<file path="src/rtl/frame_1010_pkg.sv">
// Shared types and constants for the 1010-preamble frame transmitter.
package frame_1010_pkg;

  typedef enum logic [2:0] {
    IDLE = 3'd0,
    PRE  = 3'd1,
    DATA = 3'd2,
    PAR  = 3'd3,
    GAP  = 3'd4
  } state_t;

  localparam logic [3:0]  PREAMBLE = 4'b1010;
  localparam int unsigned PRE_LEN  = 4;

  // Bits needed to count 0..v-1; never less than one bit.
  function automatic int unsigned clog2(input int unsigned v);
    int unsigned r;
    r = 0;
    for (int unsigned i = 0; i < 32; i++) begin
      if ((64'(1) << i) < 64'(v)) r = i + 1;
    end
    return (r == 0) ? 1 : r;
  endfunction

  function automatic int unsigned max3(input int unsigned a, input int unsigned b,
                                       input int unsigned c);
    int unsigned m;
    m = (a > b) ? a : b;
    return (m > c) ? m : c;
  endfunction

endpackage

</file>
<file path="src/rtl/piso_shift_reg.sv">
// Parallel-load, MSB-first shift register; zeros shift in at the LSB.
module piso_shift_reg #(
  parameter int unsigned W = 8
) (
  input  logic         clk,
  input  logic         rst,
  input  logic         load_i,
  input  logic         shift_i,
  input  logic [W-1:0] par_i,
  output logic         msb_o
);

  logic [W-1:0] sr_q;

  // Load has priority so a chained frame can capture on the old frame's final edge.
  always_ff @(posedge clk or posedge rst) begin
    if (rst) begin
      sr_q <= '0;
    end else if (load_i) begin
      sr_q <= par_i;
    end else if (shift_i) begin
      sr_q <= W'(sr_q << 1);
    end
  end

  assign msb_o = sr_q[W-1];

endmodule

</file>
<file path="src/rtl/frame_1010_tx.sv">
// Serial frame transmitter: preamble 1010, payload MSB first, optional even parity, zero gap.
// Define FRAME_1010_TX_PARITY_EN to append the parity bit after the payload.
module frame_1010_tx
  import frame_1010_pkg::*;
#(
  parameter int unsigned DATA_W   = 8,
  parameter int unsigned GAP_BITS = 2
) (
  input  logic              clk,
  input  logic              rst,
  input  logic [DATA_W-1:0] data_in,
  input  logic              load,
  output logic              ready,
  output logic              tx,
  output logic              busy,
  output logic              done
);

  localparam int unsigned CNT_W = clog2(max3(PRE_LEN, DATA_W, GAP_BITS));
  localparam logic [CNT_W-1:0] PRE_LAST  = CNT_W'(PRE_LEN - 1);
  localparam logic [CNT_W-1:0] DATA_LAST = CNT_W'(DATA_W - 1);
  localparam logic [CNT_W-1:0] GAP_LAST  = CNT_W'((GAP_BITS == 0) ? 0 : GAP_BITS - 1);

  state_t            state_q, state_d;
  logic [CNT_W-1:0]  cnt_q, cnt_d;
  logic              tx_q, tx_d;
  logic              ready_q, busy_q, done_q;
  logic              accept_c, shift_c, last_c;
  logic [1:0]        pre_idx_c;
  logic              sr_msb;
  logic              par_bit;

  // True when (s, c) is the cycle carrying the final bit of a frame.
  function automatic logic is_last(input state_t s, input logic [CNT_W-1:0] c);
    logic r;
    r = (s == GAP) && (c == GAP_LAST);
`ifdef FRAME_1010_TX_PARITY_EN
    if (GAP_BITS == 0) r = (s == PAR);
`else
    if (GAP_BITS == 0) r = (s == DATA) && (c == DATA_LAST);
`endif
    return r;
  endfunction

  piso_shift_reg #(
    .W (DATA_W)
  ) u_shift (
    .clk     (clk),
    .rst     (rst),
    .load_i  (accept_c),
    .shift_i (shift_c),
    .par_i   (data_in),
    .msb_o   (sr_msb)
  );

`ifdef FRAME_1010_TX_PARITY_EN
  logic par_q;

  always_ff @(posedge clk or posedge rst) begin
    if (rst) begin
      par_q <= 1'b0;
    end else if (accept_c) begin
      par_q <= ^data_in;
    end
  end

  assign par_bit = par_q;
`else
  assign par_bit = 1'b0;
`endif

  // Next preamble bit: the bit on tx now is PREAMBLE[3-cnt], the next one PREAMBLE[2-cnt].
  assign pre_idx_c = 2'(CNT_W'(PRE_LEN - 2) - cnt_q);

  // Next state, counter and next tx bit; tx_d is the value the line shows next cycle.
  always_comb begin
    state_d  = state_q;
    cnt_d    = cnt_q;
    tx_d     = 1'b0;
    accept_c = 1'b0;
    shift_c  = 1'b0;
    last_c   = is_last(state_q, cnt_q);

    case (state_q)
      IDLE: begin
        accept_c = ready_q & load;
      end
      PRE: begin
        if (cnt_q == PRE_LAST) begin
          state_d = DATA;
          cnt_d   = '0;
          tx_d    = sr_msb;
          shift_c = 1'b1;
        end else begin
          cnt_d = cnt_q + CNT_W'(1);
          tx_d  = PREAMBLE[pre_idx_c];
        end
      end
      DATA: begin
        if (cnt_q != DATA_LAST) begin
          cnt_d   = cnt_q + CNT_W'(1);
          tx_d    = sr_msb;
          shift_c = 1'b1;
        end
`ifdef FRAME_1010_TX_PARITY_EN
        else begin
          state_d = PAR;
          tx_d    = par_bit;
        end
`else
        else if (GAP_BITS != 0) begin
          state_d = GAP;
          cnt_d   = '0;
        end
`endif
      end
`ifdef FRAME_1010_TX_PARITY_EN
      PAR: begin
        if (GAP_BITS != 0) begin
          state_d = GAP;
          cnt_d   = '0;
        end
      end
`endif
      GAP: begin
        cnt_d = cnt_q + CNT_W'(1);
      end
      default: begin
        state_d = IDLE;
        cnt_d   = '0;
      end
    endcase

    // A load present on the final bit cycle chains the next frame with no dead cycle.
    if (last_c) begin
      state_d  = IDLE;
      cnt_d    = '0;
      tx_d     = 1'b0;
      shift_c  = 1'b0;
      accept_c = load;
    end

    if (accept_c) begin
      state_d = PRE;
      cnt_d   = '0;
      tx_d    = PREAMBLE[PRE_LEN-1];
    end
  end

  always_ff @(posedge clk or posedge rst) begin
    if (rst) begin
      state_q <= IDLE;
      cnt_q   <= '0;
      tx_q    <= 1'b0;
      ready_q <= 1'b0;
      busy_q  <= 1'b0;
      done_q  <= 1'b0;
    end else begin
      state_q <= state_d;
      cnt_q   <= cnt_d;
      tx_q    <= tx_d;
      ready_q <= (state_d == IDLE);
      busy_q  <= (state_d != IDLE);
      done_q  <= is_last(state_d, cnt_d);
    end
  end

  assign ready = ready_q;
  assign tx    = tx_q;
  assign busy  = busy_q;
  assign done  = done_q;

endmodule

</file>
<file path="config.mk">
export PLATFORM = sky130hd
export DESIGN_NAME = frame_1010_tx
export DESIGN_NICKNAME = d
export VERILOG_FILES = /design/src/rtl/frame_1010_pkg.sv /design/src/rtl/piso_shift_reg.sv /design/src/rtl/frame_1010_tx.sv
export SDC_FILE = /design/constraint.sdc
export NUM_CORES = 1
export LEC_CHECK = 0
export CAP_MARGIN = 40
export CORE_ASPECT_RATIO = 0.9
export CORE_UTILIZATION = 56
export CTS_BUF_LIST = sky130_fd_sc_hd__clkbuf_16
export DETAILED_ROUTE_END_ITERATION = 12
export PLACE_DENSITY = 0.92
export RECOVER_POWER = 50
export SLEW_MARGIN = 20
export SYNTH_ARGS = -nofsm -noshare
export SYNTH_HDL_FRONTEND = slang
export SYNTH_SLANG_ARGS = --single-unit
</file>
<file path="constraint.sdc">
create_clock -name clk -period 5.3 [get_ports clk]
set_input_delay 0.795 -clock clk [delete_from_list [all_inputs] [get_ports clk]]
set_output_delay 0.795 -clock clk [all_outputs]
set_load 0.01 [all_outputs]
</file>
# Word level (Yosys, flattened, before mapping)
# Cells that the tools add are included.
[totals]
regBits = 18
input_bits = 11
output_inout_bits = 4
wordCells = 51
[classes]
add_sub_neg = 2
order_cmp = 1
eq_ne = 8
n_mux = 25
bitwise_logic = 1
reduce_logical = 7
[op_table]
columns = ["op", "count"]
rows = [
  ["$mux 3", 8],
  ["$mux 8", 2],
  ["$pmux 3 s4", 1],
  ["$mux 1", 10],
  ["$eq 3x1->1 const B", 3],
  ["$pmux 3 s3", 1],
  ["$eq 3x2->1 const B", 2],
  ["$eq 3x3->1 const B", 2],
  ["$logic_not 3->1", 2],
  ["$pmux 1 s2", 2],
  ["$add 3x1->3 const B", 1],
  ["$lt 2x3->1 const B", 1],
  ["$ne 3x3->1 const B", 1],
  ["$reduce_bool 3->1", 1],
  ["$bmux 1 s2", 1],
  ["$logic_and 1x1->1", 2],
  ["$reduce_bool 2->1", 1],
  ["$reduce_or 2->1", 1],
  ["$sub 2x2->2 const A", 1],
  ["$and 1x1->1", 1],
]

# Depth between registers and ports, before layout
# Gate-level depths: netlist of run 1.
[logic_depth]
depth_word = 7
depth_mapped = 7
depth_no_buf = 6

# Modules after synthesis
# From an unflattened synthesis of run 1, not the netlist that was laid out.
[unflattened]
hier_cells = 107
area_unflattened_um2 = 1066.0
[modules_own_cells]
columns = ["module", "n_inst", "cells_per_inst", "area_per_inst_um2", "seq_area_each_um2"]
rows = [
  ["frame_1010_tx", 1, 72, 693.2, 250.2],
  ["piso_shift_reg", 1, 35, 372.9, 200.2],
]

# Worst setup path before layout of run 1
# Ideal clock, no wire load.
[synth_timing]
kind = "register to register"
from = "register cnt_q[0]"
to = "register u_shift.sr_q[5]"
setup_ps = 123
t_arrival_ps = 1607
required_time_ps = 5177
slack_ps = 3570
path_stages_with_launch = 7
n_path_buf = 1
period_less_slack_ps = 1730
path_cell_list = "dfrtp_1 -> ha_1 -> and2_1 -> a211oi_4 -> buf_6 -> mux2i_1 -> a21oi_2"
[synth_via]
elab_chain_len = 5
elab_cells_between_ends = 11
cone_classes = "eq/ne: 3; mux: 6; reduce/logical: 2"
[synth_lines]
columns = ["element", "line", "source"]
rows = [
  ["from (decl)", "frame_1010_tx.sv:25", "logic [CNT_W-1:0] cnt_q, cnt_d;"],
  ["from (signal assigned)", "frame_1010_tx.sv:160", "cnt_q <= cnt_d;"],
  ["$ne 3x3->1 / $eq 3x2->1 (equally long branches)", "frame_1010_tx.sv:100, frame_1010_tx.sv:89", ""],
  ["$mux 1, on equally long branches", "frame_1010_tx.sv:100, frame_1010_tx.sv:89", ""],
  ["$pmux 1 s2", "frame_1010_tx.sv:84", "case (state_q)"],
  ["$mux 1", "frame_1010_tx.sv:135", "if (last_c) begin"],
  ["$reduce_bool 2->1 (no source line)", "-", ""],
  ["to (signal assigned)", "piso_shift_reg.sv:20", "sr_q <= par_i;"],
  ["to (signal assigned)", "piso_shift_reg.sv:22", "sr_q <= W'(sr_q << 1);"],
  ["to (decl)", "piso_shift_reg.sv:13", "logic [W-1:0] sr_q;"],
]
# Parallel ways exist; a longest one is shown, timed or not.
# A chain may end at the register's enable or synchronous reset.

# Final worst setup path of run 1
[layout_timing]
from = "input load"
to = "register busy_q (netlist: busy)"
[layout_via]
elab_chain_len = 5
[layout_lines]
columns = ["element", "line", "source"]
rows = [
  ["from (decl)", "frame_1010_tx.sv:12", "input logic load,"],
  ["$and 1x1->1", "frame_1010_tx.sv:86", "accept_c = ready_q & load;"],
  ["$mux 1", "frame_1010_tx.sv:84", ""],
  ["$mux 1 (*)", "frame_1010_tx.sv:135", ""],
  ["$mux 3 (*)", "frame_1010_tx.sv:143", "if (accept_c) begin"],
  ["named net state_d[0]", "frame_1010_tx.sv:24", "state_t state_q, state_d;"],
  ["$reduce_bool 3->1 (*)", "frame_1010_tx.sv:163", "busy_q <= (state_d != IDLE);"],
  ["to (signal assigned)", "frame_1010_tx.sv:163", ""],
  ["to (decl)", "frame_1010_tx.sv:27", "logic ready_q, busy_q, done_q;"],
]
# Mark *: on every way through the listed nets, which the timed path passes. The rest lies on a longest branch.

==> results.json, run 1 <==
{
  "port_buffers": 14,
  "grt_max_degree": 19,
  "cts_tree": "done",
  "first_global_vias": 715,
  "grt_pass1_wl_um": 3270,
  "yosysSeqAreaShare": 0.432,
  "highest_layer": "met4",
  "wire_per_inst_um": 15.5,
  "initial_utilization": 0.607,
  "fill_cells": 136,
  "htreeDepth": 1,
  "wl_met3_um": 102,
  "cts_buffers": 3,
  "row_count": 14,
  "gp_congestion": 0.844,
  "die_w_um": 47.5,
  "yosysWarnings": 0,
  "syn_nets": 110,
  "synth_seq_cells": 18,
  "die_height_um": 42.9,
  "dpl-instance-area_um2": 1170,
  "crit_required_ps": 5420,
  "drc_errors": 0,
  "fin_crit_sh": 0.414,
  "grt_setup_unrepaired": "false",
  "finClkSkew_ps": 2.59,
  "drt_iter0_markers": 24,
  "clockRootBuffer": "clkbuf_16",
  "slowest_delay_ps": 550,
  "synth_cells": 95,
  "power_density_nw_per_um2": 583,
  "yosys_most_used_dff": "dfrtp_1",
  "worst_ep_arrival_time_ps": 2320,
  "post_cts_buffers": 0,
  "path_clk_slew_ps": 50,
  "end_kind": "register",
  "die_area_um2": 2040,
  "grt_remaining_overflow": 0,
  "antenna_left": 0,
  "pin_count": 15,
  "path_class": "input port to register",
  "worst_pin_slew_ps": 666,
  "insertion_delay_ps": 250,
  "hold_viol": 0,
  "cp_max_fo": 18,
  "ys_async_sr_fraction": 1.00,
  "viasPerCell": 5.79,
  "period_needed_ps": 2190,
  "first_pass_iters": 4,
  "met1_length_um": 819,
  "drive_gt1_frac": 0.0926,
  "peakVddDrop_v": 0.000376,
  "max-cap-violations": 0,
  "timing.fmax_mhz": 456,
  "diodes": 0,
  "antenna_found_initial": 0,
  "outcome": "finished clean",
  "nets": 124,
  "cts_buffer_depth": 2,
  "synth-edff-count": 0,
  "crit_path_start_kind": "input port",
  "clock_sinks": 18,
  "coreArea_um2": 1720,
  "met2WireLength_um": 1090,
  "hold_class": "register to register",
  "cts_resized": 0,
  "crit_chain": "dlygate4sd3_1, nor3b_2, o21ai_4, o31ai_2, or3_1",
  "power_leakage_uw": 0.000533,
  "tns_ps": 0,
  "synth_area_um2": 1040,
  "syn_to_final_growth_pct": 20.0,
  "fin_area_um2": 1250,
  "cp_slowest_cell": "dlygate4sd3_1",
  "num_vias": 764,
  "hpwlAfterDp_um": 1360,
  "setup_viol": 0,
  "cts_hold_buf": 0,
  "final-max-slew-violation-count": 0,
  "grt_util_all_layers": 0.235,
  "yosysUniqueCellTypes": 43,
  "wl_um": 2040,
  "slew-limit-headroom": 0.556,
  "syn_avg_cell_area_um2": 11.0
}
==> critical path, delay by kind of cell <==
| family | cells | cell delay, ps |
|---|---|---|
| simple gates | 2 | 560 |
| compound gates | 2 | 410 |
| buf+inv | 1 | 550 |
==> layer usage <==
layer / global-route usage / vias to the layer above
met4: 0.109 / 0
met1: 0.311 / 361
met5: 0 / -
met3: 0.0511 / 6
li1: - / 365
met2: 0.359 / 32
==> cells in the final DEF, fill, tap and decap left out, types with 2 or more instances in the layout <==
cell type,netlist,layout
mux2i_1,7,7
nor3b_1,2,2
nand2_1,2,2
nor2_1,7,7
ha_1,4,4
nand2b_1,2,2
dlygate4sd3_1,0,2
nand3b_1,2,2
a21oi_1,8,8
nor2b_1,2,2
inv_1,6,6
or3_1,2,2
clkbuf_16,0,3
and2_0,1,2
dfrtp_1,18,18
clkdlybuf4s50_1,0,12
==> Yosys cell counts (2+ instances only) <==
| master | n | area share |
|---|---|---|
| dfrtp_1 | 18 | 0.43 |
| a21oi_1 | 8 | 0.038 |
| mux2i_1 | 7 | 0.067 |
| nor2_1 | 7 | 0.025 |
| inv_1 | 6 | 0.022 |
| ha_1 | 4 | 0.048 |
| buf_2 | 2 | 0.0096 |
| buf_6 | 2 | 0.022 |
| nand2_1 | 2 | 0.0072 |
| nand2b_1 | 2 | 0.012 |
| nand3b_1 | 2 | 0.014 |
| nor2b_1 | 2 | 0.012 |
| nor3b_1 | 2 | 0.014 |
| or3_1 | 2 | 0.012 |
==> registers in the layout (all words and copies together), names as in the netlist <==
register      cells
done              1
cnt_q             3
tx                1
busy              1
u_shift.sr_q      8
state_q           3
ready             1
==> area by class of cell <==
type | instances | area [um^2] | share of cell area
repair buffers | 14 | 140 | 0.112
inverters | 6 | 22.5 | 0.0180
clock inverters | 1 | 3.75 | 0.00300
multi-input cells | 66 | 529 | 0.423
well taps | 24 | 30.0 | 0.0240
clock buffers | 3 | 75.1 | 0.0600
flip-flops and latches | 18 | 450 | 0.360
==> metrics by stage <==
step                worst slack, ps  hold slack [ps]  utilization  total power, uW  instances
floorplan                      3570              448            -              508         95
CTS                            3190              507        0.729              733        132
detailed placement             3030              483        0.683              572        128
global placement               3080              470        0.683              554        128
finish                         3110              503        0.729              729        132
global route                   3040              521        0.729              776        132
==> kinds of logic after synthesis <==
| kind of cell | Yosys count | share of synthesized area |
|---|---|---|
| compound gates | 24 | 0.194 |
| xor+xnor | 1 | 0.00840 |
| fa+ha+maj | 4 | 0.0480 |
| buf+inv | 11 | 0.0600 |
| flops | 18 | 0.432 |
| mux | 7 | 0.0672 |
| simple gates | 30 | 0.190 |
==> power by group <==
part	internal [uW]	leakage, uW	total, uW	switching, uW
clock	100	0.0000385	149	48.4
combinational	159	0.000276	314	155
sequential	199	0.000219	266	67.3
total	459	0.000533	729	271
==> path summary, 6_finish.rpt <==
kind,from,to,slack [ps],cells after the start
setup / recovery,load,busy,3110,5
hold / removal,u_shift.sr_q[7],tx,500,1
setup reg to reg,cnt_q[0],u_shift.sr_q[5],3160,5
hold reg to reg,u_shift.sr_q[7],tx,500,1
max in group asynchronous,rst,busy,3790,2
min in group asynchronous,rst,tx,1080,2
Power figures use the tool's default switching activity.
==> inputs of run 2 (changes only) <==
--- a/config.mk
+++ b/config.mk
@@ -7,10 +7,10 @@
 export LEC_CHECK = 0
 export CAP_MARGIN = 40
 export CORE_ASPECT_RATIO = 0.9
-export CORE_UTILIZATION = 56
+export CORE_UTILIZATION = 52
 export CTS_BUF_LIST = sky130_fd_sc_hd__clkbuf_16
 export DETAILED_ROUTE_END_ITERATION = 12
-export PLACE_DENSITY = 0.92
+export PLACE_DENSITY = 0.87
 export RECOVER_POWER = 50
 export SLEW_MARGIN = 20
 export SYNTH_ARGS = -nofsm -noshare
==> constraint.sdc (replaced) <==
create_clock -name clk -period 2.1 [get_ports clk]
set_input_delay 0.315 -clock clk [delete_from_list [all_inputs] [get_ports clk]]
set_output_delay 0.315 -clock clk [all_outputs]
set_load 0.01 [all_outputs]
==> results.json, run 2 (synthesized netlist as in run 1, its figures left out) <==
{
  "largest_reg_flops": 8,
  "nets": 127,
  "timing.fmax_mhz": 542,
  "hold_class": "register to register",
  "hpwlAfterDp_um": 1380,
  "grt_util_all_layers": 0.213,
  "period_needed_ps": 1840,
  "first_pass_iters": 4,
  "drc_errors": 0,
  "fin_crit_sh": 0.878,
  "end_kind": "register",
  "pin_count": 15,
  "initial_utilization": 0.589,
  "cts_buffer_depth": 2,
  "whs_path_depth": 1,
  "power_density_nw_per_um2": 1450,
  "grt_use_met2": 0.351,
  "wl_um": 1880,
  "use_met1": 0.274,
  "row_count": 14,
  "grt_setup_unrepaired": "false",
  "wire_per_inst_um": 13.9,
  "setup_viol": 0,
  "layout_common_cells": "dfrtp_1, clkdlybuf4s50_1, a21oi_1",
  "mostFrequentLayoutCell": "dfrtp_1",
  "top_regs": "u_shift.sr_q: 8 flops, cnt_q: 3 flops, state_q: 3 flops",
  "path_class": "register to register",
  "cp_max_fo": 12,
  "clock_sinks": 18,
  "die_height_um": 44.5,
  "outcome": "finished clean",
  "die_area_um2": 2190,
  "path_clk_slew_ps": 50,
  "viasPerCell": 5.57,
  "first_global_vias": 733,
  "fill_cells": 124,
  "slowest_delay_ps": 430,
  "final-max-slew-violation-count": 0,
  "num_vias": 752,
  "grt_pass1_wl_um": 3410,
  "coreArea_um2": 1770,
  "hold_viol": 0,
  "drive_gt1_frac": 0.117,
  "post_cts_buffers": 0,
  "peakVddDrop_v": 0.000900,
  "placed_cells": 131,
  "grt_max_degree": 19,
  "cts_buffers": 3,
  "crit_chain": "ha_1, and2_1, a211oi_4, buf_4, mux2i_1, a21oi_2",
  "die_w_um": 49.2,
  "cts_tree": "done",
  "power_leakage_uw": 0.000549,
  "crit_path_start_kind": "register",
  "htreeDepth": 1,
  "worst_pin_slew_ps": 690,
  "clockRootBuffer": "clkbuf_16",
  "diodes": 0,
  "cts_hold_buf": 0,
  "port_buffers": 14,
  "antenna_left": 0,
  "slew-limit-headroom": 0.540,
  "worst_ep_arrival_time_ps": 1970,
  "r2r_cells": 6,
  "finClkSkew_ps": 7.71,
  "use_met3": 0.0619,
  "insertion_delay_ps": 250,
  "antenna_found_initial": 0,
  "cp_slowest_cell": "dfrtp_1",
  "max-cap-violations": 0,
  "tns_ps": 0,
  "gp_congestion": 0.866,
  "cts_resized": 0,
  "fin_cells": 135,
  "crit_required_ps": 2230,
  "syn_to_final_growth_pct": 22.2,
  "grt-busiest-layer": "met2",
  "largest_register": "u_shift.sr_q",
  "drt_iter0_markers": 11,
  "grt_remaining_overflow": 0
}
## run 2: cell types whose count changed in the layout (fill, tap and decap cells not counted)
cell / previous run / this run
and2_0: 2 / 1
and2_1: 0 / 1
buf_4: 0 / 3
## run 2: path summary, 6_finish.rpt
path	start	end	slack (ps)
hold / removal	u_shift.sr_q[7]	tx	510
max in group asynchronous	rst	u_shift.sr_q[6]	1030
min in group asynchronous	rst	cnt_q[2]	620
setup reg to reg	cnt_q[0]	u_shift.sr_q[5]	260
hold reg to reg	u_shift.sr_q[7]	tx	510
setup / recovery	cnt_q[0]	u_shift.sr_q[5]	260
## run 2: through the flow
| stage | utilization | total power (uW) | hold slack (ps) | instance area (um^2) | setup WS, ps |
|---|---|---|---|---|---|
| after floorplan | - | 1280 | 254 | 1040 | 370 |
| after global placement | 0.675 | 1450 | 483 | 1190 | 334 |
| after detailed placement | 0.675 | 1480 | 508 | 1190 | 271 |
| after CTS | 0.720 | 1880 | 506 | 1270 | 257 |
| after global routing | 0.720 | 1990 | 531 | 1270 | 158 |
| final | 0.720 | 1850 | 507 | 1270 | 256 |
## run 2: worst max-delay path: cells and delay by family (launching register included)
family / cells / cell delay [ps]
buf+inv: 1 / 240
mux: 1 / 240
fa+ha+maj: 1 / 290
simple gates: 1 / 230
flops: 1 / 430
compound gates: 2 / 290
## run 2: layer usage
layer	part of all wire	wire, um	vias to the layer above
li1	-	-	373
met4	0	0	0
met3	0.031	59	0
met2	0.47	883	19
met1	0.50	938	360
met5	0	0	-
## run 2: final cells by class
cell class | count | area [um^2] | area share
inverters | 6 | 22.5 | 0.0177
multi-input cells | 66 | 529 | 0.416
flip-flops and latches | 18 | 450 | 0.354
clock buffers | 3 | 75.1 | 0.0589
clock inverters | 1 | 3.75 | 0.00295
well taps | 24 | 30.0 | 0.0236
repair buffers | 17 | 163 | 0.128
## run 2: power by group
group | internal [uW] | leakage (uW) | switching, uW
Clock | 253 | 0.0000385 | 127
Combinational | 431 | 0.000292 | 402
Sequential | 502 | 0.000219 | 138
Total | 1190 | 0.000549 | 667
